File: src/rtl/uart_pkg.sv
// uart_pkg: shared UART constants (data width, bit timing, receive FIFO defaults).
package uart_pkg;
  localparam int UART_DATA_W            = 8;
  localparam int UART_CLKS_PER_BIT      = 217;
  localparam int UART_RX_FIFO_DEPTH     = 16;
  localparam int UART_RX_TIMEOUT_CYCLES = 4 * 10 * UART_CLKS_PER_BIT;
endpackage

File: src/rtl/uart_rx_fifo_if.sv
// uart_rx_fifo_if: receiver-side strobe plus register-block read/status signals of the RX FIFO.
interface uart_rx_fifo_if
  import uart_pkg::*;
#(
  parameter int DEPTH = UART_RX_FIFO_DEPTH
);
  localparam int LW = $clog2(DEPTH + 1);
  logic                   in_valid;
  logic [UART_DATA_W-1:0] in_data;
  logic                   pop;
  logic [UART_DATA_W-1:0] rd_data;
  logic                   empty;
  logic                   full;
  logic [LW-1:0]          level;
  logic [LW-1:0]          thresh;
  logic                   overrun;
  logic                   ovr_clr;
  logic                   irq;
  modport master (
    output in_valid, in_data, pop, thresh, ovr_clr,
    input  rd_data, empty, full, level, overrun, irq
  );
  modport slave (
    input  in_valid, in_data, pop, thresh, ovr_clr,
    output rd_data, empty, full, level, overrun, irq
  );
endinterface

File: src/rtl/uart_rx_idle_timer.sv
// uart_rx_idle_timer: counts idle cycles of a non-empty FIFO and raises a sticky timeout flag.
module uart_rx_idle_timer
  import uart_pkg::*;
#(
  parameter int TIMEOUT_CYCLES = UART_RX_TIMEOUT_CYCLES
) (
  input  logic clk,
  input  logic rst_n,
  input  logic restart,
  input  logic clr,
  output logic timeout_flag
);
  localparam int CW = $clog2(TIMEOUT_CYCLES);
  localparam logic [CW-1:0] LAST = CW'(TIMEOUT_CYCLES - 1);
  logic [CW-1:0] cnt;
  always_ff @(posedge clk or negedge rst_n) begin
    if (!rst_n) begin
      cnt          <= '0;
      timeout_flag <= 1'b0;
    end else begin
      cnt          <= restart ? '0 : (cnt == LAST) ? cnt : cnt + 1'b1;
      timeout_flag <= !clr && (timeout_flag || cnt == LAST);
    end
  end
endmodule

File: src/rtl/uart_rx_fifo.sv
// uart_rx_fifo: show-ahead receive FIFO with level/overrun status and threshold interrupt.
// Optional idle-timeout interrupt source enabled by defining UART_RX_TIMEOUT_EN.
module uart_rx_fifo
  import uart_pkg::*;
#(
  parameter int DEPTH          = UART_RX_FIFO_DEPTH,
  parameter int TIMEOUT_CYCLES = UART_RX_TIMEOUT_CYCLES
) (
  input  logic            clk,
  input  logic            rst_n,
  uart_rx_fifo_if.slave   bus
);
  localparam int AW = $clog2(DEPTH);
  localparam int LW = $clog2(DEPTH + 1);
  logic [UART_DATA_W-1:0] mem [DEPTH];
  logic [AW:0] wr_ptr, rd_ptr, lvl;
  logic empty, full, do_push, do_pop, drop, ovr_q, irq_q, timeout_flag;
  assign empty   = wr_ptr == rd_ptr;
  assign full    = wr_ptr[AW-1:0] == rd_ptr[AW-1:0] && wr_ptr[AW] != rd_ptr[AW];
  assign lvl     = wr_ptr - rd_ptr;
  assign do_pop  = bus.pop && !empty;
  // a pop on a full FIFO frees the slot for a same-cycle push
  assign do_push = bus.in_valid && (!full || do_pop);
  assign drop    = bus.in_valid && !do_push;
  assign bus.rd_data = empty ? '0 : mem[rd_ptr[AW-1:0]];
  assign bus.empty   = empty;
  assign bus.full    = full;
  assign bus.level   = LW'(lvl);
  assign bus.overrun = ovr_q;
  assign bus.irq     = irq_q;
  always_ff @(posedge clk) begin
    if (do_push) mem[wr_ptr[AW-1:0]] <= bus.in_data;
  end
  always_ff @(posedge clk or negedge rst_n) begin
    if (!rst_n) begin
      wr_ptr <= '0;
      rd_ptr <= '0;
      ovr_q  <= 1'b0;
      irq_q  <= 1'b0;
    end else begin
      if (do_push) wr_ptr <= wr_ptr + 1'b1;
      if (do_pop) rd_ptr <= rd_ptr + 1'b1;
      ovr_q <= drop ? 1'b1 : bus.ovr_clr ? 1'b0 : ovr_q;
      irq_q <= (bus.thresh != '0 && LW'(lvl) >= bus.thresh) || ovr_q || timeout_flag;
    end
  end
`ifdef UART_RX_TIMEOUT_EN
  uart_rx_idle_timer #(.TIMEOUT_CYCLES(TIMEOUT_CYCLES)) u_idle_timer (
    .clk          (clk),
    .rst_n        (rst_n),
    .restart      (do_push || do_pop || empty),
    .clr          (do_pop),
    .timeout_flag (timeout_flag)
  );
`else
  assign timeout_flag = 1'b0;
`endif
endmodule
File: src/flat_wrapper.sv
// flat-port wrapper written by rule: the top's interface ports become plain ports
module uart_rx_fifo_flat import uart_pkg::*;
#(
  parameter int DEPTH          = UART_RX_FIFO_DEPTH,
  parameter int TIMEOUT_CYCLES = UART_RX_TIMEOUT_CYCLES
)
  (clk, rst_n, bus_in_valid, bus_in_data, bus_pop, bus_thresh, bus_ovr_clr, bus_rd_data, bus_empty, bus_full, bus_level, bus_overrun, bus_irq);
  uart_rx_fifo_if #(.DEPTH(DEPTH)) bus_i ();
  input  logic clk;
  input  logic rst_n;
  input wire logic [$bits(bus_i.in_valid)-1:0] bus_in_valid;
  input wire logic [$bits(bus_i.in_data)-1:0] bus_in_data;
  input wire logic [$bits(bus_i.pop)-1:0] bus_pop;
  input wire logic [$bits(bus_i.thresh)-1:0] bus_thresh;
  input wire logic [$bits(bus_i.ovr_clr)-1:0] bus_ovr_clr;
  output wire logic [$bits(bus_i.rd_data)-1:0] bus_rd_data;
  output wire logic [$bits(bus_i.empty)-1:0] bus_empty;
  output wire logic [$bits(bus_i.full)-1:0] bus_full;
  output wire logic [$bits(bus_i.level)-1:0] bus_level;
  output wire logic [$bits(bus_i.overrun)-1:0] bus_overrun;
  output wire logic [$bits(bus_i.irq)-1:0] bus_irq;
  assign bus_i.in_valid = bus_in_valid;
  assign bus_i.in_data = bus_in_data;
  assign bus_i.pop = bus_pop;
  assign bus_i.thresh = bus_thresh;
  assign bus_i.ovr_clr = bus_ovr_clr;
  assign bus_rd_data = bus_i.rd_data;
  assign bus_empty = bus_i.empty;
  assign bus_full = bus_i.full;
  assign bus_level = bus_i.level;
  assign bus_overrun = bus_i.overrun;
  assign bus_irq = bus_i.irq;
  uart_rx_fifo #(.DEPTH(DEPTH), .TIMEOUT_CYCLES(TIMEOUT_CYCLES)) u_core (.clk(clk), .rst_n(rst_n), .bus(bus_i));
endmodule
File: config.mk
export PLATFORM = sky130hd
export DESIGN_NAME = uart_rx_fifo_flat
export DESIGN_NICKNAME = d
export VERILOG_FILES = /design/src/rtl/uart_pkg.sv /design/src/rtl/uart_rx_fifo_if.sv /design/src/rtl/uart_rx_idle_timer.sv /design/src/rtl/uart_rx_fifo.sv /design/src/flat_wrapper.sv
export SDC_FILE = /design/constraint.sdc
export NUM_CORES = 1
export LEC_CHECK = 0
export ABC_AREA = 1
export CORE_MARGIN = 2
export CORE_UTILIZATION = 35
export CTS_CLUSTER_SIZE = 25
export DETAILED_ROUTE_END_ITERATION = 6
export HOLD_SLACK_MARGIN = 0.08
export PLACE_DENSITY = 0.6
export SLEW_MARGIN = 20
export SYNTH_ARGS = -nofsm -noshare
export SYNTH_HDL_FRONTEND = slang
export SYNTH_SLANG_ARGS = --single-unit
File: constraint.sdc
create_clock -name clk -period 4 [get_ports clk]
set_input_delay 0.6 -clock clk [delete_from_list [all_inputs] [get_ports clk]]
set_output_delay 0.6 -clock clk [all_outputs]
set_load 0.05 [all_outputs]
Word-level counts from Yosys, hierarchy flattened
Memories as Yosys holds them, arrays and structs flattened.
Cells that the tools add are included.
Storage, ports and cells
  logic and storage cells: 29
  flip-flop bits (word level): 12
  RAM bits: 128
  memories: 1
  bits of input ports: 18
Memory list
  u_core.mem: depth 16, width 8, read ports 1, clocked after Yosys merged registers in 0, write ports 1, line uart_rx_fifo.sv:15  | logic [UART_DATA_W-1:0] mem [DEPTH];
Operators by class
  eq/ne operators: 3
  order comparisons: 1
  reductions and logical operators: 12
  add/sub/neg operators: 3
  mux-type cells: 5
Operators by type and width (number)
  adder 5 x 1 -> 5 bit, second input constant: 2
  2-to-1 mux 8 bit: 1
  == test 5 bit: 1
  >= comparator 5 bit: 1
  logical AND 1 bit: 5
  nonzero test 5 bit: 1
  subtractor 5 bit: 1
  == test 4 bit: 1
  2-to-1 mux 1 bit: 4
  logical NOT 1 bit: 3
  logical OR 1 bit: 2
  nonzero test 2 bit: 1
  inequality test 1 bit: 1

Longest topological paths before layout
Gate-level depths: netlist of the first run.
  depth after elaboration: 8
  mapped depth: 14
  gate-level depth less buffers: 14

Worst setup path after synthesis of the first run
Ideal clock, no wire load.
  path kind: reg2reg
  from: reg u_core.rd_ptr[1]
  to: reg u_core.irq_q (netlist: u_core.bus.irq)
  stages on the path, launching flop included: 15
  setup slack: 0.943 ns
  arrival: 2.934 ns
  clock period less this slack: 3.057 ns
  cell sequence: dfrtp_1 -> buf_2 -> inv_2 -> buf_2 -> fa_1 -> nand3_1 -> nand2_1 -> xor2_1 -> ha_1 -> a21oi_1 -> o21ai_0 -> nor2_1 -> nand2_1 -> o21ai_0 -> nand2_1
Between the ends
  cells in the longest elaborated chain, start to end: 4
RTL lines
  start: declaration: line uart_rx_fifo.sv:16  | logic [AW:0] wr_ptr, rd_ptr, lvl;
  start signal: assignment: line uart_rx_fifo.sv:42  | if (do_pop) rd_ptr <= rd_ptr + 1'b1;
  subtractor 5 bit: line uart_rx_fifo.sv:20  | assign lvl = wr_ptr - rd_ptr;
  via bus_level[4]: line flat_wrapper.sv:19  | output wire logic [$bits(bus_i.level)-1:0] bus_level;
  >= comparator 5 bit: line uart_rx_fifo.sv:44  | irq_q <= (bus.thresh != '0 && LW'(lvl) >= bus.thresh) || ovr_q || timeout_flag;
  logical AND 1 bit: line uart_rx_fifo.sv:44
  logical OR 1 bit: line uart_rx_fifo.sv:44
  end signal: assignment: line uart_rx_fifo.sv:44
  end: declaration: line uart_rx_fifo.sv:17  | logic empty, full, do_push, do_pop, drop, ovr_q, irq_q, timeout_flag;
The timed path passes the listed nets, and every way through them passes these cells.
A chain may end at the register's enable or synchronous reset.

Final worst setup path of the first run
  from: reg u_core.rd_ptr[2]
  to: out bus_rd_data[7]
Between the ends
  cells in the longest elaborated chain, start to end: 2
  elaborated cells on any way between the ends: 3
  those cells by class: eq/ne: 1; mux: 1; memory: 1
RTL lines
  memory read (16 x 8 bit) or == test 5 bit (tied branches)
  2-to-1 mux 8 bit *: line uart_rx_fifo.sv:25  | assign bus.rd_data = empty ? '0 : mem[rd_ptr[AW-1:0]];
  end: declaration: line flat_wrapper.sv:16  | output wire logic [$bits(bus_i.rd_data)-1:0] bus_rd_data;
Every way passes the cells marked *; elsewhere a longest branch is shown, timed or not.

==> key figures, run 1 <==
Outcome
  • Run status: finished, final reports clean

CTS
  • Post-CTS Hold Buffers: 0
  • CTS tree: built
  • Longest Clk Path Bufs: 2
  • Setup repair bufs after CTS: 0
  • H-tree levels: 4
  • Total CTS buffers: 17
  • Clock Tree Root: clkbuf_16
  • Clock latency on the worst-skew pair: 0.42 ns
  • Clock transition at path regs: 0.06 ns
  • # clock sinks: 140
  • PostCTS Resize Cnt: 0

Timing
  • Period utilisation layout: 78.47%
  • F_max: between 300 and 400 MHz
  • Setup Skew: approximately 0.013 ns
  • Tmin final: 3.139 ns
  • Setup-failing EPs final: 0
  • Max-slew violations: 0
  • Endpoints failing hold: 0
  • Normalized max-slew margin: 43.60%
  • Slew @ Worst Pin: 0.8434 ns
  • RSZ-0062 raised after global routing: false
  • Post-route setup TNS: 0 ns

Critical path
  • CP cell instances: inv_2 > ha_1 > nand2_2 > nor2_4 > nand2_2 > inv_2 > a21oi_1 > buf_12
  • Worst setup path startpoint: u_core.rd_ptr[2]
  • Reg2reg setup slack: 1.14 ns
  • Req. time, crit path: ~3.4 ns
  • CP max-delay cell: dfrtp_1
  • Critical path buffer and inverter count: 3
  • Critical path type: flop to output port
  • CP Depth: 8
  • Crit end category: output port
  • CP max FO: 12
  • CP max stage delay: 0.60 ns
  • Crit path launch type: flop
  • R2R depth: 11
  • Delay-heaviest family, CP: flip-flops
  • FF-to-FF End: u_core.mem[13][5]
  • R2R Path Start: u_core.rd_ptr[2]
  • Crit path capture: bus_rd_data[7]
  • Critical path data arrival time: 2.54 ns

Layout
  • Layout cells sized above 1: between 10% and 20%
  • Final Net Count: 726
  • Fin cells: 940
  • Layout area overhead: 18.62%
  • Fillers: approximately 1800
  • N_diodes: 0

Place
  • Gpl congestion: approximately 0.90
  • Port bufs: 34
  • Placed instance count: between 900 and 1000
  • DPL Wire Length: 9632 um

Floorplanning
  • Core Box Area: 18580 um^2
  • Die width: approximately 140 um
  • Rows: 50
  • Die area: 19870 um^2
  • Initial Util: a little over a third
  • Io pins: 35
  • Die height: 141.0 um

Power
  • Static Leakage: 3.375 nW
  • Max rail drop VDD: approximately 0.00057 V
  • Pwr dens: 906.3 nW/um^2
  • Net Switching: 0.002987 W
  • Clk pwr share: ~22%
  • Reg power frac: a little over a quarter
  • Sw Share: 42.32%
  • Comb power frac: roughly half
  • Internal power: around 0.0041 W

Logic synthesis
  • Post-Syn Area: 6565 um^2
  • Synth cell types: 29
  • Sequential share of the synthesized area: 63.12%
  • Share of the synthesized area in the top cell type: 58.55%
  • Syn Area/Cell: 9.977 um^2
  • Number of synthesized register bits: 140
  • Synth area leaders: edfxtp_1, nand2_1, inv_1, nand3_1, dfrtp_1
  • Synthesized instance count: 658
  • Yosys Warn Count: 0
  • Leading area contributor after synthesis: edfxtp_1
  • Syn_nets: roughly 700

GRT
  • Initial antenna violation count: 0
  • Gr usage total: 16.20%
  • Vias in the first global route: 4313
  • Pin count of the biggest net entering global routing: 67
  • GRT overflow: 0
  • Global-route wire length before repair: ~24000 um

Routing
  • Routed via count: 4361
  • Drt first pass iters: 4
  • Via/cell ratio: about 4.6
  • DRT antenna net count: 0
  • Total Routed Length: 15020 um
  • 1st-iter DRT viols: 303
  • Remaining DRCs: 0
  • Wire length per cell: ~16 um

Hold path
  • Hold Crit Class: flop to flop
  • Worst Hold Depth: 2

Flow run
  • Max cap viols: 0
synth_stat cells:
cell and number:
o21ai_1 3, o21ai_0 3, buf_2 12, nand2_4 4
nand3_1 70, fa_1 1, nand2_8 1, xnor2_1 2
buf_4 5, xnor2_2 1, nand4_1 3, clkbuf_1 3
inv_6 1, edfxtp_1 128, o21ai_2 2, nand2_2 5
nor2_2 1, nand2_1 232, xor2_1 7, dfrtp_1 12
xor2_2 1, inv_1 101, inv_2 8, ha_1 14
buf_6 3, a21oi_1 13, nor3_1 1, nor2_1 19
nor2_4 2
worst register-to-register path, delay by kind of cell (launching register included):
kind	cells	cell delay, ns
simple gates	7	1.08
flops	1	0.60
buf+inv	3	0.38
fa+ha+maj	1	0.40
metal layers:
layer	GRT usage [%]	vias to the layer above	wire length [um]
met5	0	-	0
met1	20.87	2094	6742
li1	-	2171	-
met3	3.872	20	403
met4	5.579	0	286
met2	26.93	76	7584
per-stage QoR:
stage / instance area [um^2] / power (W) / utilization (%) / hold slack (ns) / worst slack (ns)
after floorplan: 6565 / 0.004232 / - / 0.3044 / 0.9429
after global placement: 7197 / 0.005516 / 38.73 / 0.4661 / 1.222
after detailed placement: 7197 / 0.005526 / 38.73 / 0.4743 / 1.097
after CTS: 7787 / 0.007119 / 41.91 / 0.4891 / 0.8256
after global routing: 7787 / 0.007474 / 41.91 / 0.5072 / 0.6263
final: 7787 / 0.007058 / 41.91 / 0.4787 / 0.8611
sequential cells by signal, indices dropped and copies added, names as in the netlist:
name,count
u_core.bus.overrun,1
u_core.rd_ptr,5
u_core.wr_ptr,5
u_core.bus.irq,1
u_core.mem,128
cell families (layout without fill, tap and decap cells):
kind of cell,count (synthesis),in the layout,synth area share [%]
buf+inv,133,181,8.538
xor+xnor,11,11,1.696
compound gates,21,21,1.715
fa+ha+maj,15,15,2.973
flops,140,140,63.12
simple gates,338,338,21.96
cells in the final DEF, fill, tap and decap left out, types with 11 or more instances in the layout:
cell type,synthesis,layout
dfrtp_1,12,11
nand2_1,232,232
clkbuf_16,0,17
nand3_1,70,70
ha_1,14,14
clkdlybuf4s50_1,0,20
a21oi_1,13,13
inv_1,101,101
edfxtp_1,128,128
nor2_1,19,19
buf_12,0,11
area by class of cell:
cell class | instances | area, um^2 | area share (%)
clock buffer | 25 | 475.5 | 6.105
inverter | 110 | 417.9 | 5.366
clock inverter | 7 | 115.1 | 1.478
multi-input combinational | 385 | 1861 | 23.89
timing repair buffer | 39 | 480.5 | 6.170
sequential | 140 | 4145 | 53.23
tap | 234 | 292.8 | 3.760
worst min-delay path by stage:
stage,from,endpoint
3_5_place_dp,u_core.bus.overrun,u_core.bus.irq
3_3_place_gp,u_core.bus.overrun,u_core.bus.irq
4_1_cts,u_core.bus.overrun,u_core.bus.irq
5_1_grt,u_core.bus.overrun,u_core.bus.irq
6_report,u_core.bus.overrun,u_core.bus.irq
2_1_floorplan,rst_n,u_core.bus.irq
power groups by stage:
stage,Sequential (W),Clock (W),Combinational (W)
floorplan,0.00190,0,0.00233
global placement,0.00192,0,0.00360
detailed placement,0.00192,0,0.00360
CTS,0.00190,0.00161,0.00361
global route,0.00191,0.00167,0.00389
finish,0.00190,0.00158,0.00358
Note: power is estimated with default switching activity, not from simulation.
==> inputs of run 2 (changes only) <==
--- a/config.mk
+++ b/config.mk
@@ -11,7 +11,7 @@
 export CTS_CLUSTER_SIZE = 25
 export DETAILED_ROUTE_END_ITERATION = 6
 export HOLD_SLACK_MARGIN = 0.08
-export PLACE_DENSITY = 0.6
+export PLACE_DENSITY = 0.62
 export SLEW_MARGIN = 20
 export SYNTH_ARGS = -nofsm -noshare
 export SYNTH_HDL_FRONTEND = slang
==> constraint.sdc (replaced) <==
create_clock -name clk -period 2.6 [get_ports clk]
set_input_delay 0.39 -clock clk [delete_from_list [all_inputs] [get_ports clk]]
set_output_delay 0.39 -clock clk [all_outputs]
set_load 0.05 [all_outputs]
==> run 2 against run 1 <==
Effect of this change:
- critical path depth is the same
- routed wire length grew 0.33%
- hold slack lost 0.12 ns
- combinational power grew 78%
- total power grew 66%
- clock skew shrank 0.0048 ns
- clock power grew 58%
- core utilization grew 2.2 points
- die area is the same
- via count grew 1.2%
- largest cell class unchanged
- highest routed layer unchanged
==> key figures, run 2 (synthesis results as in run 1) <==
Layout
  • N_diodes: 0 (unchanged)
  • Commonest non-fill, non-tap cell in the layout: nand2_1
  • Layout area overhead: 24.81%
  • Layout cells sized above 1: 15.93% (+5.7 points)
  • Most frequent cells in the layout: nand2_1, edfxtp_1, inv_1, nand3_1, buf_4
  • Max FFs per register: 128 (unchanged)
  • Final Net Count: 751 (+3.4%)

Critical path
  • Critical path buffer and inverter count: 2 (-1)
  • CP cell instances: buf_6 > nand2_1 > nand2_1 > nand2_1 > nand3_1 > nand3_1 > a21oi_2 > buf_12
  • CP max FO: 47 (+35)
  • FF-to-FF End: u_core.bus.irq
  • Critical path type: flop to output port
  • Crit end category: output port
  • Delay-heaviest family, CP: buffers and inverters
  • Critical path data arrival time: 2.11 ns (-0.43 ns)
  • Req. time, crit path: 2.21 ns (-1.19 ns)
  • CP max stage delay: 0.42 ns (-0.18 ns)
  • CP max-delay cell: dfrtp_2
  • R2R Path Start: u_core.wr_ptr[0]
  • Crit path launch type: flop
  • R2R depth: 14 (+3)
  • Reg2reg setup slack: 0.27 ns (-0.87 ns)
  • Most frequent CP cell: nand2_1

CTS
  • CTS tree: built
  • H-tree levels: 4 (unchanged)
  • Post-CTS Hold Buffers: 0 (unchanged)
  • Clock transition at path regs: 0.06 ns (about the same)
  • Longest Clk Path Bufs: 2 (unchanged)
  • Clock latency on the worst-skew pair: 0.42 ns (about the same)
  • Total CTS buffers: 17 (unchanged)
  • Clock Tree Root: clkbuf_16
  • # clock sinks: 140 (unchanged)

Place
  • DPL Wire Length: 9093 um (-5.6%)
  • Port bufs: 34 (unchanged)
  • Gpl congestion: 0.8038 (-10%)

Routing
  • Met3 wire len: 617 um (+53%)
  • Wire length per cell: 15.66 um (-2.0%)
  • Via/cell ratio: 4.586 (-1.1%)
  • Routed via count: 4412 (+1.2%)
  • Metal-1 WL: 6631 um (-1.6%)
  • 1st-iter DRT viols: 323 (+6.6%)
  • Top Metal Used: met4
  • Drt first pass iters: 5 (+1)
  • Remaining DRCs: 0 (unchanged)
  • DRT antenna net count: 0 (unchanged)
  • Total Routed Length: 15070 um (+0.33%)
  • WL met2: 7419 um (-2.2%)

Floorplanning
  • Io pins: 35 (unchanged)
  • Die width: 141.0 um (unchanged)
  • Initial Util: 35.33% (unchanged)
  • Die area: 19870 um^2 (unchanged)
  • Core Box Area: 18580 um^2 (unchanged)
  • Die height: 141.0 um (unchanged)
  • Rows: 50 (unchanged)

Power
  • Max rail drop VDD: 0.0008499 V (+48%)
  • Pwr dens: 1431 nW/um^2 (+58%)
  • Static Leakage: 3.557 nW (+5.4%)

GRT
  • Pin count of the biggest net entering global routing: 65 (-3.0%)
  • GRT overflow: 0 (unchanged)
  • Vias in the first global route: 4208 (-2.4%)
  • Gr usage total: 15.68% (-0.53 points)
  • Global-route wire length before repair: 23210 um (-4.1%)
  • Initial antenna violation count: 0 (unchanged)

Timing
  • Setup-failing EPs final: 0 (unchanged)
  • Max-slew violations: 0 (unchanged)
  • Hold WS: 0.3558 ns (-0.1229 ns)
  • Endpoints failing hold: 0 (unchanged)
  • F_max: ~400 MHz
  • Tmin final: about 2.5 ns
  • Normalized max-slew margin: 44.54% (+0.94 points)
  • Setup Skew: 0.007959 ns (-0.004756 ns)
  • Post-route setup TNS: 0 ns (unchanged)
  • RSZ-0062 raised after global routing: false
  • Period utilisation layout: 95.99%
  • Slew @ Worst Pin: 0.8293 ns (-0.01408 ns)

Hold path
  • Hold Crit Class: primary input to async pin

Outcome
  • Run status: finished, final reports clean

Flow run
  • Max cap viols: 0 (unchanged)
[run 2: cell types whose count changed in the layout (fill, tap and decap cells not counted), moves of 4 or more]
cell      change
clkbuf_1      -5
buf_12        +4
buf_4        +18
a21oi_1       -8
ha_1          -4
a21oi_2       +8
[run 2: repair_timing]
| item | 4_1_cts | 5_1_grt |
|---|---|---|
| gates cloned | 0 | 2 |
| endpoints found under the hold margin | 0 | 0 |
| pin swaps | 0 | 1 |
| endpoints found under the setup margin | 9 | 10 |
| setup buffers | 0 | 1 |
| resized for setup | 5 | 12 |
[run 2: how the worst max path moves through the flow]
| stage | from | to | cells after the start |
|---|---|---|---|
| after CTS | u_core.rd_ptr[2] | bus_rd_data[6] | 8 |
| after global routing | u_core.rd_ptr[2] | bus_rd_data[1] | 8 |
| final | u_core.rd_ptr[0] | bus_rd_data[1] | 8 |
| after global placement | u_core.wr_ptr[0] | u_core.bus.irq | 13 |
| after floorplan | u_core.rd_ptr[1] | bus_rd_data[0] | 9 |
| after detailed placement | u_core.wr_ptr[0] | u_core.bus.irq | 14 |
[run 2: layout make-up]
cell class	instances	area (um^2)
clock buffer	18	429.2
clock inverter	11	168.9
fill	1705	10390
inverter	110	427.9
multi-input combinational	385	1973
sequential	140	4145
tap	234	292.8
timing repair buffer	64	757.0
[run 2: stage by stage]
| step | power [W] | util (%) | setup WS [ns] | cell area (um^2) | cells |
|---|---|---|---|---|---|
| detailed placement | 0.009054 | 40.30 | 0.1297 | 7487 | 930 |
| CTS | 0.01157 | 43.59 | -0.06196 | 8099 | 959 |
| floorplan | 0.006762 | - | -0.03134 | 6640 | 658 |
| global route | 0.01234 | 44.10 | 0.006148 | 8194 | 962 |
| global placement | 0.009026 | 40.30 | 0.1761 | 7487 | 930 |
| finish | 0.01172 | 44.10 | 0.1043 | 8194 | 962 |
[run 2: per-layer routing]
metal  up-vias  track usage, %
met5         -               0
met1      2044           19.85
met4         0           6.474
met2       121           26.14
li1       2215               -
met3        32           3.465
[run 2: where the power goes]
| group | switching, W | total (W) | internal, W |
|---|---|---|---|
| Sequential | 0.000129 | 0.00287 | 0.00274 |
| Clock | 0.000902 | 0.00249 | 0.00159 |
| Combinational | 0.00385 | 0.00636 | 0.00251 |
| Total | 0.00488 | 0.0117 | 0.00684 |
